[src/rtl/prog_counter.sv]
// prog_counter: program counter with relative branch, absolute jump,
// call/return through a small return-address stack, and a RUN/HALT/TRAP
// control FSM. Illegal control requests trap with a cause code; running
// off the end of the program halts.
module prog_counter #(
    parameter int PC_W      = 10,
    parameter int PC_LIMIT  = 63,
    parameter int OFF_W     = 8,
    parameter int RAS_DEPTH = 4
) (
    input  logic                           CLK,
    input  logic                           init_n,
    input  logic                           start,
    input  logic                           stall,
    input  logic                           branch_en,
    input  logic signed [OFF_W-1:0]        branch_off,
    input  logic                           jump_en,
    input  logic                           call_en,
    input  logic                           ret_en,
    input  logic [PC_W-1:0]                jump_tgt,
    output logic [PC_W-1:0]                PC,
    output logic                           halt,
    output logic                           trap,
    output logic [2:0]                     trap_code,
    output logic [$clog2(RAS_DEPTH+1)-1:0] ras_count
);

    localparam int CNT_W = $clog2(RAS_DEPTH + 1);
    localparam int IDX_W = (RAS_DEPTH > 1) ? $clog2(RAS_DEPTH) : 1;
    localparam logic [PC_W-1:0]  LIMIT = PC_W'(PC_LIMIT);
    localparam logic [CNT_W-1:0] FULL  = CNT_W'(RAS_DEPTH);

    localparam logic [2:0] TC_NONE  = 3'd0;
    localparam logic [2:0] TC_RANGE = 3'd1;  // target outside 0..PC_LIMIT
    localparam logic [2:0] TC_OVF   = 3'd2;  // call with a full stack
    localparam logic [2:0] TC_UNF   = 3'd3;  // return with an empty stack
    localparam logic [2:0] TC_MULTI = 3'd4;  // more than one control request

    typedef enum logic [1:0] {
        RUN  = 2'd0,
        HALT = 2'd1,
        TRAP = 2'd2
    } state_t;

    state_t                   state;
    state_t                   state_d;
    logic [PC_W-1:0]          pc_d;
    logic [PC_W-1:0]          pc_inc;
    logic [CNT_W-1:0]         cnt_d;
    logic [2:0]               code_d;
    logic                     push;
    logic [PC_W-1:0]          ras [RAS_DEPTH];
    logic signed [PC_W:0]     br_sum;
    logic                     br_bad;
    logic [IDX_W-1:0]         top_idx;
    logic [IDX_W-1:0]         push_idx;

    // The return address is PC+1 and may be PC_LIMIT+1; returning there
    // simply halts on the following sequential step.
    assign pc_inc   = PC + 1'b1;
    // One extra bit keeps the sign so backward branches past 0 are caught.
    assign br_sum   = $signed({1'b0, PC}) + (PC_W+1)'(branch_off);
    assign br_bad   = br_sum[PC_W] || (br_sum[PC_W-1:0] > LIMIT);
    assign top_idx  = IDX_W'(ras_count - 1'b1);
    assign push_idx = IDX_W'(ras_count);

    assign halt = (state != RUN);
    assign trap = (state == TRAP);

    // Next-state decode: control requests in RUN, restart in HALT/TRAP.
    always_comb begin
        state_d = state;
        pc_d    = PC;
        cnt_d   = ras_count;
        code_d  = trap_code;
        push    = 1'b0;
        case (state)
            RUN: begin
                if (!stall) begin
                    if (!$onehot0({branch_en, jump_en, call_en, ret_en})) begin
                        state_d = TRAP;
                        code_d  = TC_MULTI;
                    end else if (branch_en) begin
                        if (br_bad) begin
                            state_d = TRAP;
                            code_d  = TC_RANGE;
                        end else begin
                            pc_d = br_sum[PC_W-1:0];
                        end
                    end else if (jump_en) begin
                        if (jump_tgt > LIMIT) begin
                            state_d = TRAP;
                            code_d  = TC_RANGE;
                        end else begin
                            pc_d = jump_tgt;
                        end
                    end else if (call_en) begin
                        // A full stack outranks a bad target.
                        if (ras_count == FULL) begin
                            state_d = TRAP;
                            code_d  = TC_OVF;
                        end else if (jump_tgt > LIMIT) begin
                            state_d = TRAP;
                            code_d  = TC_RANGE;
                        end else begin
                            push  = 1'b1;
                            cnt_d = ras_count + 1'b1;
                            pc_d  = jump_tgt;
                        end
                    end else if (ret_en) begin
                        if (ras_count == '0) begin
                            state_d = TRAP;
                            code_d  = TC_UNF;
                        end else begin
                            pc_d  = ras[top_idx];
                            cnt_d = ras_count - 1'b1;
                        end
                    end else if (PC < LIMIT) begin
                        pc_d = pc_inc;
                    end else begin
                        state_d = HALT;
                        code_d  = TC_NONE;
                    end
                end
            end
            HALT, TRAP: begin
                if (start) begin
                    state_d = RUN;
                    pc_d    = '0;
                    cnt_d   = '0;
                    code_d  = TC_NONE;
                end
            end
            default: begin
                state_d = RUN;
            end
        endcase
    end

    // Control state and PC, cleared immediately by the asynchronous reset.
    always_ff @(posedge CLK or negedge init_n) begin
        if (!init_n) begin
            state     <= RUN;
            PC        <= '0;
            ras_count <= '0;
            trap_code <= TC_NONE;
        end else begin
            state     <= state_d;
            PC        <= pc_d;
            ras_count <= cnt_d;
            trap_code <= code_d;
        end
    end

    // Return-address storage; contents are meaningless above ras_count.
    always_ff @(posedge CLK) begin
        if (push) begin
            ras[push_idx] <= pc_inc;
        end
    end

endmodule

[config.mk]
export PLATFORM = sky130hd
export DESIGN_NAME = prog_counter
export DESIGN_NICKNAME = d
export VERILOG_FILES = /design/src/rtl/prog_counter.sv
export SDC_FILE = /design/constraint.sdc
export NUM_CORES = 1
export LEC_CHECK = 0
export CAP_MARGIN = 20
export CORE_MARGIN = 10
export CORE_UTILIZATION = 50
export DETAILED_ROUTE_END_ITERATION = 10
export DONT_BUFFER_PORTS = 1
export HOLD_SLACK_MARGIN = 0.03
export PLACE_DENSITY = 0.68
export SYNTH_ARGS = -nofsm -noshare
export SYNTH_HDL_FRONTEND = slang
export SYNTH_SLANG_ARGS = --single-unit
[constraint.sdc]
create_clock -name CLK -period 3.61 [get_ports CLK]
set_input_delay 0.9025 -clock CLK [delete_from_list [all_inputs] [get_ports CLK]]
set_output_delay 0.9025 -clock CLK [all_outputs]
set_load 0.01 [all_outputs]
==> impl_metrics.toml, run 1 <==
[setup_path]
cp.arrival_ns = 3.44
path_cells = "ha_1, inv_1, fa_1, nor2b_4, o31ai_2, and4_2, nor4_1, nand4_1, o311a_2, nand2b_1, mux2_2"
slowest_stage = "o311a_2"
reg2reg_to = "trap_code[0]"
end_kind = "flop"
rr_worst_depth = 11
r2r_start = "PC[0]"
path_delay_family = "simple AND/OR/NAND/NOR gates"
path_buf_inv = 1
crit_path_max_incr_delay_ns = 0.45
cp.required_ns = 3.84
worstSetupPathType = "primary input to flop"
startpoint_type = "primary input"
path_max_fanout = 3
regToRegSetupSlack_ns = 0.55

[synthesis]
seq_area_frac_synth = 0.454
synth_nets = 371
postSynth.asyncResetShare = 0.310
netlist_area_mm2 = 0.00364
synthCells = 322
synth_ff_type = "edfxtp_1"
ys_ff_latch = 58
yosysWarnings = 0
synth_edf_count = 40
syn_avg_cell_area_um2 = 11.3
synth.distinct_cells = 53

[floorplanning]
die_x_um = 105
start_util = 0.507
die_y_um = 105
dieArea_mm2 = 0.0111
io_pins = 44
rows = 31
coreArea_mm2 = 0.00718

[layout]
final_cell_mix = "edfxtp_1 (40), nand2_1 (26), ha_1 (21)"
final_common_cell = "edfxtp_1"
area_growth_pct = 12.1
nets = 387
fillCellCount = 616
diodes = 0
drive_gt1_frac = 0.190
fin_util = 0.569

[sta]
hold_viol_final = 0
setup_viol = 0
hold_ws_ns = 0.244
tightest_slew_ns = 0.958
finalCritPeriodShare = 0.890
period_needed_ns = 3.21
relSlewSlack = 0.359
fin_setup_tns_ns = 0
fmax_mhz = 311
finClkSkew_ns = 0.0113
rsz0062_at_grt = "false"
setup_ws_ns = 0.397
slew_violations = 0

[route]
via_per_inst = 6.03
wirelength_um = 8800
drcViolationCount = 0
via_count = 2666
antenna_left = 0
drt_iter0_markers = 194
detail_route.first_pass.iterations = 4
wl_per_cell_um = 19.9

[worst_hold_path]
hold_class = "primary input to async pin"

[power]
worst_ir_drop_vdd_mv = 0.352
power_leakage_nw = 1.59
total_power_w = 0.00300
powerDensity_mw_per_mm2 = 735

[job]
cap_violations = 0

[place]
dpl.hpwl_um = 6480
place.gp.congestion = 0.908
post-place-ws_ns = 0.0410
port_buffers = 0

[global_routing]
grt_use_total = 0.163
grt_max_degree = 22
antenna_found_initial = 0
grt_pass1_wl_um = 14500
overflow = 0
grt_pass1_vias = 2731

[cts]
cts_resized = 0
clk_pin_slew_ns = 0.07
clock_latency_ns = 0.35
cts_sinks = 58
cts_buffer_depth = 2
cts_tree = "yes"
cts_buffers = 9
postCtsHoldBufs = 0
postCtsSetupBuffers = 0
cts_htree_levels = 3
cts-root-buf = "clkbuf_8"

[run_status]
status = "finished, final reports clean"
## cell type report
class | count | area (um^2) | area share
inverters | 16 | 60.1 | 0.0147
clock inverters | 7 | 101 | 0.0248
well taps | 99 | 124 | 0.0303
repair buffers | 15 | 125 | 0.0306
multi-input cells | 238 | 1900 | 0.465
clock buffers | 9 | 124 | 0.0303
flip-flops and latches | 58 | 1650 | 0.405
## power by group
part           switching (W)  internal, W  leakage [nW]
clock               0.000282     0.000392         0.106
combinational       0.000778     0.000615         0.883
sequential         0.0000910     0.000843         0.600
## cells in the mapped netlist (2+ instances only)
cell type,instances,area (um^2)
edfxtp_1,40,1200
nand2_1,26,97.6
ha_1,21,263
a21oi_1,20,100
nor2_1,19,71.3
dfrtp_1,18,450
inv_1,16,60.1
o21ai_0,14,70.1
mux2_2,12,135
mux4_2,10,225
a211oi_1,9,67.6
clkbuf_1,9,33.8
mux2i_1,9,90.1
xnor2_1,9,78.8
nand3_1,8,40.0
a21o_1,6,45.0
nand2b_1,6,37.5
nand4_1,6,37.5
nor3_1,6,30.0
and3_1,5,31.3
xor2_1,5,43.8
and2_1,4,25.0
nor4_1,4,25.0
o2bb2ai_1,4,35.0
nand3b_1,3,22.5
nor2b_1,3,18.8
o211ai_1,3,22.5
fa_1,2,40.0
## cells by family after synthesis
family / synth area share
simple gates: 0.137
compound gates: 0.142
flops: 0.454
mux: 0.124
buf+inv: 0.0271
fa+ha+maj: 0.0832
xor+xnor: 0.0337
## worst register-to-register path, delay by kind of cell, from the launching register on
kind	cells	cell delay (ns)
simple gates	5	1.04
fa+ha+maj	2	0.61
compound gates	2	0.53
flops	1	0.38
mux	1	0.34
buf+inv	1	0.06
## per-stage QoR
step	std cells	instance area (um^2)
after floorplan	322	3640
final	442	4080
after global routing	442	4080
after detailed placement	426	3860
after global placement	426	3860
after CTS	442	4080
## worst max-delay path by stage
| stage | from | cells past startpoint | to | slack, ns |
|---|---|---|---|---|
| floorplan | branch_off[0] | 10 | PC[2] | 0.14 |
| global placement | branch_off[0] | 11 | trap_code[0] | 0.11 |
| detailed placement | branch_off[0] | 11 | trap_code[0] | 0.04 |
| CTS | branch_off[0] | 11 | trap_code[0] | 0.41 |
| global route | branch_off[0] | 11 | trap_code[0] | 0.26 |
| finish | branch_off[0] | 11 | trap_code[0] | 0.40 |
## metal layers
layer	GRT usage	up-vias	part of all wire
met5	0	-	0
met4	0.0431	0	0.014
met3	0.0731	15	0.093
met2	0.258	108	0.48
met1	0.198	1289	0.41
li1	-	1254	-
## flip-flops by register name, indices dropped and copies added (netlist names)
signal	cells
trap_code	3
ras	40
PC	10
state	2
ras_count	3
Power figures use the tool's default switching activity.
==> run 2: changes to the inputs <==
- DONT_BUFFER_PORTS: 1 -> unset
- PLACE_DENSITY: 0.68 -> 0.76
==> run 2 against run 1 <==
  * Core utilization is 11 points higher
  * Setup slack got worse by 0.32 ns
  * Via count is 12% higher
  * Clock power about the same
  * Flip-flop and latch count unchanged
  * Global-route usage grew 0.81 points
  * Routed wire length rose by 8.4%
  * Sequential power rose by 2%
  * Clock-buffer cell count is the same
  * Clock skew is 0.0038 ns lower
  * Hold slack improved by 0.25 ns
  * Register-to-register slack worse by 0.16 ns
  * Largest cell class unchanged
  * Highest routed layer unchanged
==> impl_metrics.toml, run 2 (synthesis results as in run 1) <==
[run_status]
status = "finished, final reports clean"

[place]
place_area_mm2 = 0.00453
dp_cells = 494
post-place-ws_ns = -0.483
port_buffers = 43
dpl.hpwl_um = 6990
place.gp.congestion = 0.931

[sta]
hold_ws_ns = 0.493
relSlewSlack = 0.421
slew_violations = 0
fmax_mhz = 283
finClkSkew_ns = 0.00743
hold_viol_final = 0
setup_viol = 0
period_needed_ns = 3.53
finalCritPeriodShare = 0.978
tightest_slew_ns = 0.866
fin_setup_tns_ns = 0
rsz0062_at_grt = "false"
setup_ws_ns = 0.0782

[power]
powerDensity_mw_per_mm2 = 691
clock_power_share = 0.201
intPower_w = 0.00213
power_frac_seq = 0.282
pwr-share-comb = 0.517
worst_ir_drop_vdd_mv = 0.353
power_leakage_nw = 1.94
swShare = 0.367
switching_power_w = 0.00124

[global_routing]
grt_pass1_wl_um = 15500
overflow = 0
grt_pass1_vias = 3073
antenna_found_initial = 0
grt_max_degree = 21
grt_use_total = 0.171

[cts]
cts_buffers = 9
cts_sinks = 58
cts-root-buf = "clkbuf_8"
clock_latency_ns = 0.34
clk_pin_slew_ns = 0.07
cts_tree = "yes"
cts_htree_levels = 3
cts_buffer_depth = 2

[layout]
drive_gt1_frac = 0.243
reg_top3 = "ras x40, PC x10"
final_cell_mix = "clkdlybuf4s50_1 (42), edfxtp_1 (40), buf_4 (36)"
finalInstanceArea_mm2 = 0.00488
area_growth_pct = 34.0
diodes = 0
largest_reg_flops = 40
multi_input_area_mm2 = 0.00197
nets = 459
fillCellCount = 545
largest_register = "ras"
final_cells = 514
layout.area.seq_mm2 = 0.00165
final_common_cell = "clkdlybuf4s50_1"

[setup_path]
path_max_fanout = 5
end_kind = "flop"
slowest_stage = "clkdlybuf4s50_1"
critical_path.endpoint = "PC[3]"
path_cells = "clkdlybuf4s50_1, ha_1, a211oi_2, o21ai_1, a311o_1, a32oi_1, nand4_1, buf_6, a311oi_4, buf_12, mux2_2"
cp_num_cells = 11
path_delay_family = "compound AO/OA/AOI/OAI gates"
crit_path_max_incr_delay_ns = 0.44
cp.arrival_ns = 3.75
regToRegSetupSlack_ns = 0.39
startpoint_type = "primary input"
reg2reg_to = "PC[3]"
rr_worst_depth = 12
r2r_start = "PC[0]"
cp.required_ns = 3.83
worstSetupPathType = "primary input to flop"
cp-startpoint = "branch_off[1]"
path_buf_inv = 3

[worst_hold_path]
hold_class = "flop to flop"

[floorplanning]
coreArea_mm2 = 0.00718
die_y_um = 105
die_x_um = 105
io_pins = 44
dieArea_mm2 = 0.0111
rows = 31
start_util = 0.507

[route]
wirelength_um = 9540
detail_route.first_pass.iterations = 4
drcViolationCount = 0
drt_iter0_markers = 227
via_count = 2988
wl_per_cell_um = 18.6
antenna_left = 0
via_per_inst = 5.81

[job]
cap_violations = 0
## run 2: changes by cell type in the layout (fill, tap and decap cells not counted), moves of 2 or more
cell / change
buf_12: +4
buf_4: +22
buf_6: +2
clkdlybuf4s50_1: +42
ha_1: -2
## run 2: cell type report
class	count	area share
Tap cell	99	0.0254
Clock buffer	9	0.0254
Sequential cell	58	0.339
Inverter	16	0.0123
Timing Repair Buffer	87	0.174
Clock inverter	7	0.0210
Multi-Input combinational cell	238	0.403
## run 2: how the worst min path moves through the flow
stage / startpoint / to / slack (ns) / cells after the start
after floorplan: trap_code[1] / trap_code[1] / 0.52 / 1
after detailed placement: trap_code[1] / trap_code[1] / 0.47 / 1
after global placement: trap_code[1] / trap_code[1] / 0.48 / 1
after global routing: trap_code[1] / trap_code[1] / 0.55 / 1
after CTS: trap_code[1] / trap_code[1] / 0.50 / 1
final: trap_code[1] / trap_code[1] / 0.49 / 1
## run 2: layer usage
metal | track usage | share of wire
met1 | 0.212 | 0.44
met2 | 0.288 | 0.49
met3 | 0.0414 | 0.061
met4 | 0.0559 | 0.014
met5 | 0 | 0
## run 2: repair_timing
item / in CTS / in global routing
pin swaps: 1 / 7
hold buffers: 0 / 0
buffers inserted: 0 / 3
endpoints found under the hold margin: 0 / 0
cloned: 0 / 1
resized for setup: 3 / 12
setup endpoints to repair: 8 / 13
## run 2: power by group through the flow
stage               sequential (W)  combinational (W)  clock, W
global route              0.000965            0.00191  0.000718
finish                    0.000951            0.00174  0.000677
floorplan                 0.000978           0.000963         0
global placement          0.000960            0.00161         0
detailed placement        0.000960            0.00163         0
CTS                       0.000948            0.00166  0.000690
## run 2: per-stage QoR
step,power (W),utilization
detailed placement,0.00259,0.631
finish,0.00337,0.680
global placement,0.00257,0.631
CTS,0.00329,0.665
floorplan,0.00194,-
global route,0.00359,0.680
